==> src/rtl/ch_fifo_pkg.sv <==
// Shared width helpers for the ch_fifo queue and its pointer counters.
package ch_fifo_pkg;

  function automatic int clog2(input int n);
    int r;
    r = 0;
    for (int i = 0; i < 31; i++) begin
      if ((32'sd1 << i) < n) r = i + 1;
    end
    return r;
  endfunction

  // Pointer width never collapses to zero bits, even for tiny depths.
  function automatic int ptr_w(input int depth);
    return (clog2(depth) < 1) ? 1 : clog2(depth);
  endfunction

  function automatic int cnt_w(input int depth);
    return clog2(depth + 1);
  endfunction

endpackage

==> src/rtl/ch_fifo_ptr.sv <==
// Modulo-DEPTH wrap counter used for the FIFO head and tail pointers.
// Wraps explicitly at DEPTH-1 so non-power-of-two depths work; clr wins over inc.
module ch_fifo_ptr
  import ch_fifo_pkg::*;
#(
  parameter int DEPTH = 2,
  localparam int PW   = ptr_w(DEPTH)
) (
  input  logic          clk,
  input  logic          reset,
  input  logic          inc,
  input  logic          clr,
  output logic [PW-1:0] ptr
);

  logic [PW-1:0] ptr_q;
  logic [PW-1:0] ptr_d;

  always_comb begin
    ptr_d = ptr_q;
    if (clr) begin
      ptr_d = '0;
    end else if (inc) begin
      ptr_d = (ptr_q == PW'(DEPTH - 1)) ? '0 : ptr_q + PW'(1);
    end
  end

  always_ff @(posedge clk or negedge reset) begin
    if (!reset) begin
      ptr_q <= '0;
    end else begin
      ptr_q <= ptr_d;
    end
  end

  assign ptr = ptr_q;

endmodule

==> src/rtl/ch_fifo.sv <==
// Parametrised ready/valid FIFO with flush, occupancy and almost-full/empty flags.
// One-cycle write-to-read latency, no bypass; a full FIFO refuses enq even if deq fires.
module ch_fifo
  import ch_fifo_pkg::*;
#(
  parameter int DATA_WIDTH   = 4,
  parameter int DEPTH        = 2,
  parameter int AFULL_LEVEL  = DEPTH - 1,
  parameter int AEMPTY_LEVEL = 1,
  localparam int PW          = ptr_w(DEPTH),
  localparam int CW          = cnt_w(DEPTH)
) (
  input  logic                  clk,
  input  logic                  reset,
  input  logic                  io_flush,
  input  logic                  io_enq_valid,
  input  logic [DATA_WIDTH-1:0] io_enq_data,
  output logic                  io_enq_ready,
  input  logic                  io_deq_ready,
  output logic                  io_deq_valid,
  output logic [DATA_WIDTH-1:0] io_deq_data,
  output logic [CW-1:0]         io_size,
  output logic                  io_almost_full,
  output logic                  io_almost_empty
);

  if (DEPTH < 2 || AFULL_LEVEL < 1 || AFULL_LEVEL > DEPTH ||
      AEMPTY_LEVEL < 0 || AEMPTY_LEVEL >= DEPTH) begin : g_param_check
    $error("ch_fifo: illegal DEPTH/AFULL_LEVEL/AEMPTY_LEVEL combination");
  end

  logic [DATA_WIDTH-1:0] mem_q [DEPTH];
  logic [PW-1:0]         head;
  logic [PW-1:0]         tail;
  logic [CW-1:0]         count_q;
  logic [CW-1:0]         count_d;
  logic                  enq_fire;
  logic                  deq_fire;

  // Flush masks both handshakes so nothing completes in the flush cycle.
  assign io_enq_ready = (count_q != CW'(DEPTH)) & ~io_flush;
  assign io_deq_valid = (count_q != '0) & ~io_flush;
  assign enq_fire     = io_enq_valid & io_enq_ready;
  assign deq_fire     = io_deq_valid & io_deq_ready;

  always_comb begin
    count_d = count_q;
    if (io_flush) begin
      count_d = '0;
    end else if (enq_fire && !deq_fire) begin
      count_d = count_q + CW'(1);
    end else if (deq_fire && !enq_fire) begin
      count_d = count_q - CW'(1);
    end
  end

  always_ff @(posedge clk or negedge reset) begin
    if (!reset) begin
      count_q <= '0;
    end else begin
      count_q <= count_d;
    end
  end

  ch_fifo_ptr #(.DEPTH(DEPTH)) u_head (
    .clk   (clk),
    .reset (reset),
    .inc   (deq_fire),
    .clr   (io_flush),
    .ptr   (head)
  );

  ch_fifo_ptr #(.DEPTH(DEPTH)) u_tail (
    .clk   (clk),
    .reset (reset),
    .inc   (enq_fire),
    .clr   (io_flush),
    .ptr   (tail)
  );

  always_ff @(posedge clk) begin
    if (enq_fire) begin
      mem_q[tail] <= io_enq_data;
    end
  end

  assign io_deq_data     = mem_q[head];
  assign io_size         = count_q;
  assign io_almost_full  = (count_q >= CW'(AFULL_LEVEL));
  assign io_almost_empty = (count_q <= CW'(AEMPTY_LEVEL));

endmodule

==> config.mk <==
export PLATFORM = sky130hd
export DESIGN_NAME = ch_fifo
export DESIGN_NICKNAME = d
export VERILOG_FILES = /design/src/rtl/ch_fifo_pkg.sv /design/src/rtl/ch_fifo_ptr.sv /design/src/rtl/ch_fifo.sv
export SDC_FILE = /design/constraint.sdc
export NUM_CORES = 1
export LEC_CHECK = 0
export CAP_MARGIN = 15
export CORE_UTILIZATION = 42
export CTS_CLUSTER_SIZE = 30
export DETAILED_ROUTE_END_ITERATION = 7
export PLACE_DENSITY = 0.72
export SLEW_MARGIN = 20
export SYNTH_ARGS = -nofsm -noshare
export SYNTH_HDL_FRONTEND = slang
export SYNTH_HIERARCHICAL = 1
export SYNTH_SLANG_ARGS = --single-unit
==> constraint.sdc <==
create_clock -name clk -period 1.47 [get_ports clk]
set_input_delay 0.147 -clock clk [delete_from_list [all_inputs] [get_ports clk]]
set_output_delay 0.147 -clock clk [all_outputs]
set_load 0.1 [all_outputs]
==> reports/qor.txt, run 1 <==
outcome: finished with violations
failing checks: negative setup slack
Async SR Flop Fraction: 33.33%
vias in the first global route: 425
first-pass GRT wire length: 1.959 mm
Tot GR Track Use: 20.49%
Max H-tree Level: 1
leading area contributor after synthesis: edfxtp_1
WP data required: 1.32 ns
Post-Syn Area: 574.3 um^2
#FFs+latches synth: 12
CTS tree: built
Worst setup SP type: flip-flop
Worst slew margin: 84.04%
CTS root buf: clkbuf_4
Setup WS pre-CTS: -0.002704 ns
RSZ-0062 raised after global routing: yes
filler cell count: 49
Syn. warnings: 6
gp weighted congestion: 0.7224
WL per Instance: 16.55 um
Syn Area/Cell: 13.67 um^2
Worst-path clk slew: 0.08 ns
share of layout cells above drive strength 1: 60.00%
crit share post-route: 101.3%
worst setup margin: -0.01943 ns
Post-route DRC: 0
clock buffer depth: 2
setup violation total in the final timing report: 1
final net count: 84
final hold vios: 0
post-route minimum period: 1.489 ns
Core Footprint: 0.001186 mm^2
worst-path cell chain: inv_6 -> ha_1 -> nand2b_4 -> buf_12
final std cells w/o fill: 84
ys flop type: edfxtp_1
Clock Sinks: 12
vias: 417
Worst-Skew Late Latency: 0.27 ns
CTS Buf Count: 3
initial antenna violation count: 0
# IOs: 19
crit path max fanout: 4
Detailed Routing Iterations Pass 1: 4
antenna-violating nets left: 0
Synth top area share: 41.83%
Iteration-0 DRC Markers: 13
Die Footprint: 0.001519 mm^2
Critical Path AT: 1.34 ns
Post-synth EDFFs: 8
Die Wd: 38.98 um
skew final: 0.003743 ns
Tightest Pin Transition: 0.2377 ns
number of max-slew violations in the final report: 0
Cell variety after synth: 16
sequential share of the synthesized area: 59.26%
HP Class: in -> async
Synth Net Count: 55
global route overflow: 0
port bufs: 18
Max-cap violations: 0
Worst path max stage delay: 0.52 ns
initial core utilization: 48.42%
Total Routed Length: 1.390 mm
Final HPWL DP: 945.6 um
largest cells by area after synthesis: edfxtp_1 42%, dfrtp_1 17%, mux2_2 9.8%
FP Rows: 12
final hold slack: 0.08192 ns
placed instance count: 76
Post-synth top cells: 8 x edfxtp_1, 5 x mux2_2, 5 x nor2_1
Antenna diodes: 0
critical path's slowest cell: dfrtp_4
Crit. End Element: primary output
top-count cell post-synth: edfxtp_1
largest net degree at the start of global routing: 8
Die Span Y: 38.98 um
P&R area growth vs syn: 82.79%
Final TNS setup: -0.01943 ns
DR vias/cell: 4.964
cells after synthesis: 42
WS Path Type: reg -> out
f_max: 671.4 MHz
## flip-flops by register name, indices dropped and copies added (netlist names)
register / cells
io_size: 2
mem_q: 8
u_head/ptr: 1
u_tail/ptr: 1
## routing by layer
layer | up-vias | track usage (%) | wire length [um]
met5 | - | 0 | 0
met4 | 0 | 7.759 | 0
met3 | 0 | 4.046 | 70
met2 | 14 | 35.00 | 753
met1 | 205 | 25.09 | 567
li1 | 198 | - | -
## metrics by stage
step           area [um^2]  util [%]
3_5_place_dp         962.2     81.12
2_1_floorplan        649.4         -
3_3_place_gp         962.2     81.12
6_report              1050     88.50
5_1_grt               1050     88.50
4_1_cts               1016     85.65
## cells by family after synthesis
logic type	after synthesis	synth area share (%)
AO/OA/AOI/OAI	1	1.090
XOR/XNOR	3	4.576
adder cells (fa/ha/maj)	4	8.715
buffers and inverters	4	2.614
flip-flops	12	59.26
multiplexers	7	13.29
AND/OR/NAND/NOR	11	10.46
## final timing paths
check                                     from         endpoint  slack, ns  cells after the start
worst max-delay path                io_size[1]  io_almost_empty      -0.02                      4
worst min-delay path                     reset       io_size[0]       0.08                      1
worst max register to register      io_size[1]      mem_q[1][3]          0                      5
worst min register to register      u_tail/ptr       u_tail/ptr       0.63                      2
max in group asynchronous                reset       io_size[1]       1.18                      1
min in group clk                io_enq_data[0]      mem_q[0][0]       0.46                      1
## worst max-delay path: cells and delay by family (launching register included)
family / cells / cell delay, ns
DFF: 1 / 0.52
buffers and inverters: 2 / 0.26
and+or+nand+nor: 1 / 0.13
adders and majority gates: 1 / 0.15
## cell type report
type	instances	area (um^2)	area share (%)
clock buffers	3	22.52	2.145
clock inverters	1	3.754	0.3576
repair buffers	24	325.3	30.99
multi-input cells	26	300.3	28.61
flip-flops and latches	12	349.1	33.25
well taps	14	17.52	1.669
inverters	4	31.28	2.980
## cell usage in the layout, fill, tap and decap left out, types with 2 or more instances in the layout
cell type	count
and2_4	2
nor2_4	3
buf_4	6
ha_4	3
dfrtp_4	2
mux2_2	5
xnor2_1	3
nor2_1	2
mux2i_1	2
edfxtp_1	8
buf_12	10
clkbuf_4	3
inv_6	2
clkdlybuf4s50_1	8
## timing repair
action	in CTS	in global routing
pin swaps	1	0
setup buffers	2	3
gates resized for setup	3	4
endpoints found under the setup margin	7	12
hold buffers	0	0
Power of run 1 is left out: the tool's default activity adds up to more than one toggle a clock period on the data nets, which glitch-free logic cannot reach.
==> run 2: changes to the inputs <==
--- a/config.mk
+++ b/config.mk
@@ -15,3 +15,4 @@
 export SYNTH_HDL_FRONTEND = slang
 export SYNTH_HIERARCHICAL = 1
 export SYNTH_SLANG_ARGS = --single-unit
+export TNS_END_PERCENT = 10
==> constraint.sdc (replaced) <==
create_clock -name clk -period 1.47 [get_ports clk]
set_input_delay 0.147 -clock clk [delete_from_list [all_inputs] [get_ports clk]]
set_output_delay 0.147 -clock clk [all_outputs]
set_load 0.02 [all_outputs]
==> run 2 against run 1 <==
- the run now ends clean
- wire length shrank 4.3%
- non-clock buffer count up 4
- final area fell by 13%
- core utilization fell by 11 points
- clock skew decreased by 0.00059 ns
- first-iteration DRC count fell by 54%
- global-route usage grew 0.84 points
- critical path type is now reg -> reg
- critical endpoint is now io_size[1]
- highest routed layer is now met4
==> reports/qor.txt, run 2 (synthesis results as in run 1) <==
Final TNS setup: 0 ns
WS Path Type: reg -> reg
Die Wd: 38.98 um
Tightest Pin Transition: 0.2403 ns
vias in the first global route: 438
share of layout cells above drive strength 1: 56.76%
CTS tree: built
skew final: 0.003150 ns
global route overflow: 0
initial antenna violation count: 0
Tot GR Track Use: 21.32%
VDD IR max: 0.9134 mV
outcome: finished clean
Clock Sinks: 12
FF-to-FF path depth: 6
reg2reg start: io_size[1]
first-pass GRT wire length: 1.980 mm
Post-route DRC: 0
f_max: 688.5 MHz
Total Routed Length: 1.330 mm
vias: 437
max reg flops: 8
cts hold-fix bufs: 0
Max H-tree Level: 1
P&R area growth vs syn: 59.04%
final hold slack: 0.08132 ns
gp weighted congestion: 0.7440
Worst slew margin: 83.93%
setup violation total in the final timing report: 0
commonest non-fill, non-tap cells in the layout: 8 x clkdlybuf4s50_1, 8 x edfxtp_1, 8 x buf_4
final net count: 88
fin util: 77.00%
post-route minimum period: 1.452 ns
WP data required: 1.66 ns
Worst setup SP type: flip-flop
CTS Buf Count: 3
crit share post-route: 98.81%
Die Span Y: 38.98 um
initial core utilization: 48.42%
Detailed Routing Iterations Pass 1: 4
power per cell area: 1693 mW/mm^2
Antenna diodes: 0
port bufs: 18
Worst-path clk slew: 0.08 ns
final hold vios: 0
Max-cap violations: 0
Crit. End Element: flip-flop
number of max-slew violations in the final report: 0
Critical Path Start: io_size[1]
Reg2Reg Setup Slack: 0.02 ns
Die Footprint: 0.001519 mm^2
Reg with most FFs: mem_q
crit path max fanout: 4
HP Class: in -> async
placed cell areas: 857.1 um^2
FP Rows: 12
# IOs: 19
largest net degree at the start of global routing: 8
WL per Instance: 15.11 um
Iteration-0 DRC Markers: 6
Power, Total: 1547 uW
CTS root buf: clkbuf_4
RR Endpoint: io_size[1]
DR vias/cell: 4.966
Core Footprint: 0.001186 mm^2
RSZ-0062 raised after global routing: yes
clock buffer depth: 2
Critical Path AT: 1.64 ns
antenna-violating nets left: 0
LEAKAGE: 0.0003990 uW
Worst-Skew Late Latency: 0.27 ns
Final Instance Area: 913.4 um^2
[run 2: critical path, cell delays in order (launching register included)]
cell and delay, ns:
dfrtp_2 0.43, inv_4 0.06, ha_4 0.16, buf_4 0.13, nor2b_4 0.13, mux2_2 0.36
o22ai_2 0.11
[run 2: stage by stage]
stage                     setup WS [ns]  cells
after CTS                      -0.04355     88
after global placement         -0.09209     83
final                           0.01756     88
after floorplan                -0.03706     42
after global routing           -0.04031     88
after detailed placement        -0.1433     83
[run 2: power by group]
| part | internal (uW) | leakage (uW) | switching, uW |
|---|---|---|---|
| clock network | 98.2 | 0.0000154 | 110 |
| registers | 419 | 0.000122 | 63.1 |
| logic | 432 | 0.000262 | 424 |
[run 2: area by class of cell]
cell class	count	area, um^2
Sequential cell	12	344.1
Multi-Input combinational cell	26	281.5
Fill cell	73	272.8
Timing Repair Buffer	28	224.0
Clock buffer	3	22.52
Inverter	4	20.02
Tap cell	14	17.52
Clock inverter	1	3.754
[run 2: routing by layer]
| metal | part of all wire (%) | global-route usage (%) |
|---|---|---|
| met5 | 0 | 0 |
| met4 | 0.53 | 12.93 |
| met3 | 5.6 | 3.468 |
| met2 | 57 | 39.58 |
| met1 | 36 | 21.72 |
[run 2: how the worst max path moves through the flow]
| stage | endpoint | slack [ns] | cells past startpoint |
|---|---|---|---|
| floorplan | mem_q[1][0] | -0.04 | 6 |
| global placement | io_deq_valid | -0.09 | 3 |
| detailed placement | io_deq_valid | -0.14 | 3 |
| CTS | io_size[0] | -0.04 | 7 |
| global route | io_size[0] | -0.04 | 8 |
| finish | io_size[1] | 0.02 | 6 |
[run 2: what timing repair did]
action	4_1_cts	5_1_grt
setup endpoints to repair	18	18
gates resized for setup	29	17
pin swaps	0	1
buffers inserted	1	0
hold endpoints to repair	0	0
(Power assumes the default switching activity.)
==> run 3: changes to the inputs <==
--- a/config.mk
+++ b/config.mk
@@ -7,6 +7,7 @@
 export LEC_CHECK = 0
 export CAP_MARGIN = 15
 export CORE_UTILIZATION = 42
+export CTS_CLUSTER_DIAMETER = 40
 export CTS_CLUSTER_SIZE = 30
 export DETAILED_ROUTE_END_ITERATION = 7
 export PLACE_DENSITY = 0.72
==> results of run 3 <==
The final DEF is identical to that of run 2; final timing and power are the same.
